--- config.mk ---
export PLATFORM = sky130hd
export DESIGN_NAME = ex_mem_flags_stage_flat
export DESIGN_NICKNAME = d
export VERILOG_FILES = /design/src/rtl/pipe_pkg.sv /design/src/rtl/ex_mem_flags_stage_if.sv /design/src/rtl/cond_evaluator.sv /design/src/rtl/ex_mem_flags_stage.sv /design/src/flat_wrapper.sv
export SDC_FILE = /design/constraint.sdc
export NUM_CORES = 1
export LEC_CHECK = 0
export BUFFER_PORTS_ARGS = -buffer_cell sky130_fd_sc_hd__buf_4
export CORE_MARGIN = 2
export CORE_UTILIZATION = 40
export CTS_CLUSTER_SIZE = 12
export DETAILED_ROUTE_END_ITERATION = 7
export GPL_TIMING_DRIVEN = 0
export PLACE_DENSITY = 0.74
export SLEW_MARGIN = 15
export SYNTH_ARGS = -nofsm -noshare
export SYNTH_HDL_FRONTEND = slang
export SYNTH_SLANG_ARGS = --single-unit
--- constraint.sdc ---
create_clock -name clk -period 4.9 [get_ports clk]
set_clock_uncertainty 0.15 [all_clocks]
set_input_delay 0.98 -clock clk [delete_from_list [all_inputs] [get_ports clk]]
set_output_delay 0.98 -clock clk [all_outputs]
set_load 0.02 [all_outputs]
--- src/rtl/pipe_pkg.sv ---
// Shared pipeline types: LEGv8 branch condition codes and the NZCV flag layout.
package pipe_pkg;

  typedef enum logic [3:0] {
    COND_EQ = 4'h0, COND_NE = 4'h1, COND_HS = 4'h2, COND_LO = 4'h3,
    COND_MI = 4'h4, COND_PL = 4'h5, COND_VS = 4'h6, COND_VC = 4'h7,
    COND_HI = 4'h8, COND_LS = 4'h9, COND_GE = 4'hA, COND_LT = 4'hB,
    COND_GT = 4'hC, COND_LE = 4'hD, COND_AL = 4'hE, COND_NV = 4'hF
  } cond_e;

  typedef struct packed {
    logic n;
    logic z;
    logic c;
    logic v;
  } nzcv_t;

  localparam int FLAG_N = 3;
  localparam int FLAG_Z = 2;
  localparam int FLAG_C = 1;
  localparam int FLAG_V = 0;

  function automatic nzcv_t make_nzcv(input logic n, input logic z, input logic c,
                                      input logic v);
    nzcv_t f;
    f[FLAG_N] = n;
    f[FLAG_Z] = z;
    f[FLAG_C] = c;
    f[FLAG_V] = v;
    return f;
  endfunction

endpackage

--- src/rtl/ex_mem_flags_stage_if.sv ---
// EX-side inputs, MEM-side outputs and the branch-condition query of the EX/MEM stage.
interface ex_mem_flags_stage_if #(
  parameter int WIDTH    = 64,
  parameter int REG_BITS = 5
);
  logic                ex_valid;
  logic [WIDTH-1:0]    ex_result;
  logic                ex_negative;
  logic                ex_zero;
  logic                ex_overflow;
  logic                ex_carry_out;
  logic                ex_set_flags;
  logic [WIDTH-1:0]    ex_store_data;
  logic [REG_BITS-1:0] ex_rd;
  logic                ex_reg_write;
  logic                ex_mem_read;
  logic                ex_mem_write;
  logic                stall;
  logic                flush;
  logic [3:0]          id_cond;

  logic                mem_valid;
  logic [WIDTH-1:0]    mem_result;
  logic [WIDTH-1:0]    mem_store_data;
  logic [REG_BITS-1:0] mem_rd;
  logic                mem_reg_write;
  logic                mem_mem_read;
  logic                mem_mem_write;
  logic [3:0]          flags_nzcv;
  logic                cond_taken;

  modport master (
    output ex_valid, ex_result, ex_negative, ex_zero, ex_overflow, ex_carry_out,
           ex_set_flags, ex_store_data, ex_rd, ex_reg_write, ex_mem_read, ex_mem_write,
           stall, flush, id_cond,
    input  mem_valid, mem_result, mem_store_data, mem_rd, mem_reg_write, mem_mem_read,
           mem_mem_write, flags_nzcv, cond_taken
  );

  modport slave (
    input  ex_valid, ex_result, ex_negative, ex_zero, ex_overflow, ex_carry_out,
           ex_set_flags, ex_store_data, ex_rd, ex_reg_write, ex_mem_read, ex_mem_write,
           stall, flush, id_cond,
    output mem_valid, mem_result, mem_store_data, mem_rd, mem_reg_write, mem_mem_read,
           mem_mem_write, flags_nzcv, cond_taken
  );
endinterface

--- src/rtl/cond_evaluator.sv ---
// Combinational LEGv8 B.cond evaluation; shared with the branch unit.
module cond_evaluator
  import pipe_pkg::*;
(
  input  nzcv_t flags,
  input  cond_e cond,
  output logic  taken
);
  always_comb begin
    taken = 1'b1;
    unique case (cond)
      COND_EQ: taken = flags.z;
      COND_NE: taken = !flags.z;
      COND_HS: taken = flags.c;
      COND_LO: taken = !flags.c;
      COND_MI: taken = flags.n;
      COND_PL: taken = !flags.n;
      COND_VS: taken = flags.v;
      COND_VC: taken = !flags.v;
      COND_HI: taken = flags.c & !flags.z;
      COND_LS: taken = !(flags.c & !flags.z);
      COND_GE: taken = (flags.n == flags.v);
      COND_LT: taken = (flags.n != flags.v);
      COND_GT: taken = !flags.z & (flags.n == flags.v);
      COND_LE: taken = !(!flags.z & (flags.n == flags.v));
      COND_AL, COND_NV: taken = 1'b1;
    endcase
  end
endmodule

--- src/rtl/ex_mem_flags_stage.sv ---
// EX/MEM pipeline register plus the architectural NZCV register, with an EX-stage
// flag bypass feeding B.cond resolution in ID.
module ex_mem_flags_stage
  import pipe_pkg::*;
#(
  parameter int WIDTH    = 64,
  parameter int REG_BITS = 5
) (
  input  logic                clk,
  input  logic                reset,
  ex_mem_flags_stage_if.slave bus
);
  logic                valid_q;
  logic [WIDTH-1:0]    result_q;
  logic [WIDTH-1:0]    store_data_q;
  logic [REG_BITS-1:0] rd_q;
  logic                reg_write_q;
  logic                mem_read_q;
  logic                mem_write_q;
  nzcv_t               flags_q;

  nzcv_t ex_flags;
  nzcv_t eff_flags;
  logic  bypass;
  logic  commit;

  assign ex_flags = make_nzcv(bus.ex_negative, bus.ex_zero, bus.ex_carry_out, bus.ex_overflow);

  // Bypass ignores stall: a stalled setter is still the youngest flag producer.
  assign bypass    = bus.ex_valid & bus.ex_set_flags & !bus.flush;
  assign commit    = bypass & !bus.stall;
  assign eff_flags = bypass ? ex_flags : flags_q;

  always_ff @(posedge clk) begin
    if (reset) begin
      valid_q      <= 1'b0;
      result_q     <= '0;
      store_data_q <= '0;
      rd_q         <= '0;
      reg_write_q  <= 1'b0;
      mem_read_q   <= 1'b0;
      mem_write_q  <= 1'b0;
      flags_q      <= '0;
    end else begin
      if (bus.flush) begin
        valid_q     <= 1'b0;
        reg_write_q <= 1'b0;
        mem_read_q  <= 1'b0;
        mem_write_q <= 1'b0;
      end else if (!bus.stall) begin
        valid_q      <= bus.ex_valid;
        result_q     <= bus.ex_result;
        store_data_q <= bus.ex_store_data;
        rd_q         <= bus.ex_rd;
        reg_write_q  <= bus.ex_reg_write & bus.ex_valid;
        mem_read_q   <= bus.ex_mem_read  & bus.ex_valid;
        mem_write_q  <= bus.ex_mem_write & bus.ex_valid;
      end
      if (commit) flags_q <= ex_flags;
    end
  end

  cond_evaluator u_cond (
    .flags (eff_flags),
    .cond  (cond_e'(bus.id_cond)),
    .taken (bus.cond_taken)
  );

  assign bus.mem_valid      = valid_q;
  assign bus.mem_result     = result_q;
  assign bus.mem_store_data = store_data_q;
  assign bus.mem_rd         = rd_q;
  assign bus.mem_reg_write  = reg_write_q;
  assign bus.mem_mem_read   = mem_read_q;
  assign bus.mem_mem_write  = mem_write_q;
  assign bus.flags_nzcv     = flags_q;
endmodule

--- src/flat_wrapper.sv ---
// flat-port wrapper written by rule: the top's interface ports become plain ports
module ex_mem_flags_stage_flat import pipe_pkg::*;
#(
  parameter int WIDTH    = 64,
  parameter int REG_BITS = 5
)
  (clk, reset, bus_ex_valid, bus_ex_result, bus_ex_negative, bus_ex_zero, bus_ex_overflow, bus_ex_carry_out, bus_ex_set_flags, bus_ex_store_data, bus_ex_rd, bus_ex_reg_write, bus_ex_mem_read, bus_ex_mem_write, bus_stall, bus_flush, bus_id_cond, bus_mem_valid, bus_mem_result, bus_mem_store_data, bus_mem_rd, bus_mem_reg_write, bus_mem_mem_read, bus_mem_mem_write, bus_flags_nzcv, bus_cond_taken);
  ex_mem_flags_stage_if #(.WIDTH(WIDTH), .REG_BITS(REG_BITS)) bus_i ();
  input  logic clk;
  input  logic reset;
  input wire logic [$bits(bus_i.ex_valid)-1:0] bus_ex_valid;
  input wire logic [$bits(bus_i.ex_result)-1:0] bus_ex_result;
  input wire logic [$bits(bus_i.ex_negative)-1:0] bus_ex_negative;
  input wire logic [$bits(bus_i.ex_zero)-1:0] bus_ex_zero;
  input wire logic [$bits(bus_i.ex_overflow)-1:0] bus_ex_overflow;
  input wire logic [$bits(bus_i.ex_carry_out)-1:0] bus_ex_carry_out;
  input wire logic [$bits(bus_i.ex_set_flags)-1:0] bus_ex_set_flags;
  input wire logic [$bits(bus_i.ex_store_data)-1:0] bus_ex_store_data;
  input wire logic [$bits(bus_i.ex_rd)-1:0] bus_ex_rd;
  input wire logic [$bits(bus_i.ex_reg_write)-1:0] bus_ex_reg_write;
  input wire logic [$bits(bus_i.ex_mem_read)-1:0] bus_ex_mem_read;
  input wire logic [$bits(bus_i.ex_mem_write)-1:0] bus_ex_mem_write;
  input wire logic [$bits(bus_i.stall)-1:0] bus_stall;
  input wire logic [$bits(bus_i.flush)-1:0] bus_flush;
  input wire logic [$bits(bus_i.id_cond)-1:0] bus_id_cond;
  output wire logic [$bits(bus_i.mem_valid)-1:0] bus_mem_valid;
  output wire logic [$bits(bus_i.mem_result)-1:0] bus_mem_result;
  output wire logic [$bits(bus_i.mem_store_data)-1:0] bus_mem_store_data;
  output wire logic [$bits(bus_i.mem_rd)-1:0] bus_mem_rd;
  output wire logic [$bits(bus_i.mem_reg_write)-1:0] bus_mem_reg_write;
  output wire logic [$bits(bus_i.mem_mem_read)-1:0] bus_mem_mem_read;
  output wire logic [$bits(bus_i.mem_mem_write)-1:0] bus_mem_mem_write;
  output wire logic [$bits(bus_i.flags_nzcv)-1:0] bus_flags_nzcv;
  output wire logic [$bits(bus_i.cond_taken)-1:0] bus_cond_taken;
  assign bus_i.ex_valid = bus_ex_valid;
  assign bus_i.ex_result = bus_ex_result;
  assign bus_i.ex_negative = bus_ex_negative;
  assign bus_i.ex_zero = bus_ex_zero;
  assign bus_i.ex_overflow = bus_ex_overflow;
  assign bus_i.ex_carry_out = bus_ex_carry_out;
  assign bus_i.ex_set_flags = bus_ex_set_flags;
  assign bus_i.ex_store_data = bus_ex_store_data;
  assign bus_i.ex_rd = bus_ex_rd;
  assign bus_i.ex_reg_write = bus_ex_reg_write;
  assign bus_i.ex_mem_read = bus_ex_mem_read;
  assign bus_i.ex_mem_write = bus_ex_mem_write;
  assign bus_i.stall = bus_stall;
  assign bus_i.flush = bus_flush;
  assign bus_i.id_cond = bus_id_cond;
  assign bus_mem_valid = bus_i.mem_valid;
  assign bus_mem_result = bus_i.mem_result;
  assign bus_mem_store_data = bus_i.mem_store_data;
  assign bus_mem_rd = bus_i.mem_rd;
  assign bus_mem_reg_write = bus_i.mem_reg_write;
  assign bus_mem_mem_read = bus_i.mem_mem_read;
  assign bus_mem_mem_write = bus_i.mem_mem_write;
  assign bus_flags_nzcv = bus_i.flags_nzcv;
  assign bus_cond_taken = bus_i.cond_taken;
  ex_mem_flags_stage #(.WIDTH(WIDTH), .REG_BITS(REG_BITS)) u_core (.clk(clk), .reset(reset), .bus(bus_i));
endmodule
==> qor.txt <==
IO Count: 292
die area: 13600 µm²
Sum Neg Setup Slack: 0 ns
CTS buffer count: 17
Mapped Area: 5080 µm²
die height: 117 µm
largest net degree at the start of global routing: 17
share of the core filled with cells: 64.7%
post-CTS sizing: 0
Antenna diodes: 0
crit end category: output port
DRC errors left: 0
number of distinct library cells after synthesis: 30
buffer count from post-CTS setup fixing: 0
Net Count, Synth: 796
Max Fclk: 284 MHz
CP required: 3.77 ns
number of synthesized register bits: 141
final setup violation count: 0
number of global-route vias before repair: 4785
worst hold path type: reg2reg
Pre-antenna DRT Iters: 4
PD cells: 371 nW/µm²
CP startpoint kind: primary input
clock-pin slew on the worst setup and hold paths: 0.06 ns
status: finished, final reports clean
Initial Utilization: 40.6%
Avg Vias per Cell: 4.63
actual slew at the worst max-slew pin: 0.659 ns
Synth top cells by count: 270 x nand2_1, 141 x dfxtp_1, 138 x a21oi_1, 30 x clkbuf_1, 16 x buf_2
Worst Path Arrival: 2.39 ns
DIE WIDTH: 117 µm
dpl cells: 1107
share of cells above drive strength 1: 35.2%
GRT Overall Usage: 23.1%
Min Hold Slack: 0.302 ns
core area: 12500 µm²
initial antenna violation count: 0
CTS Buffer Depth: 2
CTS tree: done
peak supply drop: 0.204 mV
crit path time final: 3.52 ns
Layout area overhead: 59.6%
top-area cell type share of the netlist area: 55.6%
top post-synthesis cells by area: dfxtp_1 56%, nand2_1 20%, a21oi_1 14%, clkbuf_1 2.2%, buf_2 1.6%
post-DP HPWL: 12200 µm
maxcap violations: 0
antenna-violating nets left: 0
Design Power: 3.01 mW
Gate Count Post-Synth: 646
final hold vios: 0
Iter 0 DRT Violations: 307
Synth area leader: dfxtp_1
first-pass GRT wire length: 24100 µm
Max Slew Vio Count: 0
Async S/R FF share, synth: 0%
YS warnings: 0
hold-fix buffers at CTS: 0
critical path class: in2out
Slew HR: 56.1%
EDFF count, synth: 0
Leak Pwr: 3.63 nW
post-route non-filler standard cell count: 1139
DR vias: 5270
Worst-Skew Late Latency: 0.41 ns
count leader, synth: nand2_1
num rows: 41
worst-path fanout max: 10
CTS root buffer: clkbuf_16
Sink Count: 141
final wirelength: 16100 µm
routability cong.: 0.813
RSZ-0062 raised after global routing: no
ys flop type: dfxtp_1
post-synthesis sequential area ratio: 55.6%
Mean Syn Cell Area: 7.86 µm²
total grt overflow: 0
Wirelength per Cell: 14.1 µm
H-tree depth: 4
Port Buf Inserts: 289
crit share post-route: 71.9%
final net count: 1104
## routing by layer
layer  vias up  routed length (µm)  GRT usage, %
li1       2717                   -             -
met1      2329                6190          25.5
met2       197                7910          38.9
met3        27                1580          9.81
met4         0                 431          10.1
met5         -                   0             0
## power by group
group / total (mW) / switching [mW] / internal, mW / leakage (nW)
clock: 1.39 / 0.485 / 0.903 / 0.319
combinational: 0.395 / 0.208 / 0.187 / 2.16
sequential: 1.23 / 0.0267 / 1.20 / 1.15
## sequential cells by signal, indices dropped and copies added, names as in the netlist
register and flops:
u_core.bus.mem_reg_write 1, u_core.bus.mem_result 64, u_core.bus.mem_mem_write 1, u_core.bus.mem_valid 1
u_core.bus.mem_mem_read 1, u_core.bus.flags_nzcv 4, u_core.bus.mem_rd 5, u_core.bus.mem_store_data 64
## layout by cell type, fill, tap and decap left out, types with 4 or more instances in the layout
cell | synthesis | layout
nand2_1 | 270 | 270
nor3_1 | 4 | 4
mux2i_1 | 5 | 5
buf_4 | 0 | 289
a22oi_1 | 4 | 4
buf_2 | 16 | 16
a21oi_1 | 138 | 138
clkinv_2 | 0 | 5
bufinv_16 | 0 | 4
nor2_1 | 4 | 4
dfxtp_1 | 141 | 141
clkbuf_1 | 30 | 30
o21ai_0 | 5 | 5
clkbuf_16 | 0 | 17
xnor2_1 | 5 | 5
clkbuf_8 | 0 | 4
## critical path: stages
cell,delay (ns)
buf_4,0.14
nand3b_4,0.21
buf_6,0.17
nand3b_1,0.07
o21ai_0,0.09
a22o_1,0.25
o21ai_1,0.14
o2111ai_1,0.15
buf_4,0.19
## stage by stage
| step | area [µm²] | worst slack, ns |
|---|---|---|
| 6_report | 8100 | 1.38 |
| 3_3_place_gp | 7460 | 1.39 |
| 4_1_cts | 8100 | 1.37 |
| 5_1_grt | 8100 | 1.27 |
| 3_5_place_dp | 7460 | 1.37 |
| 2_1_floorplan | 5080 | 1.63 |
## cells by family after synthesis
logic type / count (synthesis) / share of synthesized area, %
XOR/XNOR: 6 / 1.04
multiplexers: 5 / 0.986
AO/OA/AOI/OAI: 155 / 15.8
flip-flops: 141 / 55.6
buffers and inverters: 50 / 4.24
AND/OR/NAND/NOR: 289 / 22.3
## layout make-up
cell class | count | area (µm²)
Buffer | 48 | 208
Sequential cell | 141 | 2820
Timing Repair Buffer | 289 | 2170
Clock inverter | 11 | 161
Clock buffer | 21 | 480
Fill cell | 1182 | 4410
Tap cell | 172 | 215
Multi-Input combinational cell | 455 | 2040
Inverter | 2 | 7.51
## worst paths after layout
| path | from | to | slack [ns] | depth (start not counted) |
|---|---|---|---|---|
| setup / recovery | bus_flush | bus_cond_taken | 1.38 | 9 |
| hold / removal | u_core.bus.mem_store_data[41] | u_core.bus.mem_store_data[41] | 0.30 | 2 |
| setup reg to reg | u_core.bus.flags_nzcv[3] | u_core.bus.flags_nzcv[3] | 4.02 | 2 |
| hold reg to reg | u_core.bus.mem_store_data[41] | u_core.bus.mem_store_data[41] | 0.30 | 2 |
No activity file was read; power rests on OpenSTA's default activity.
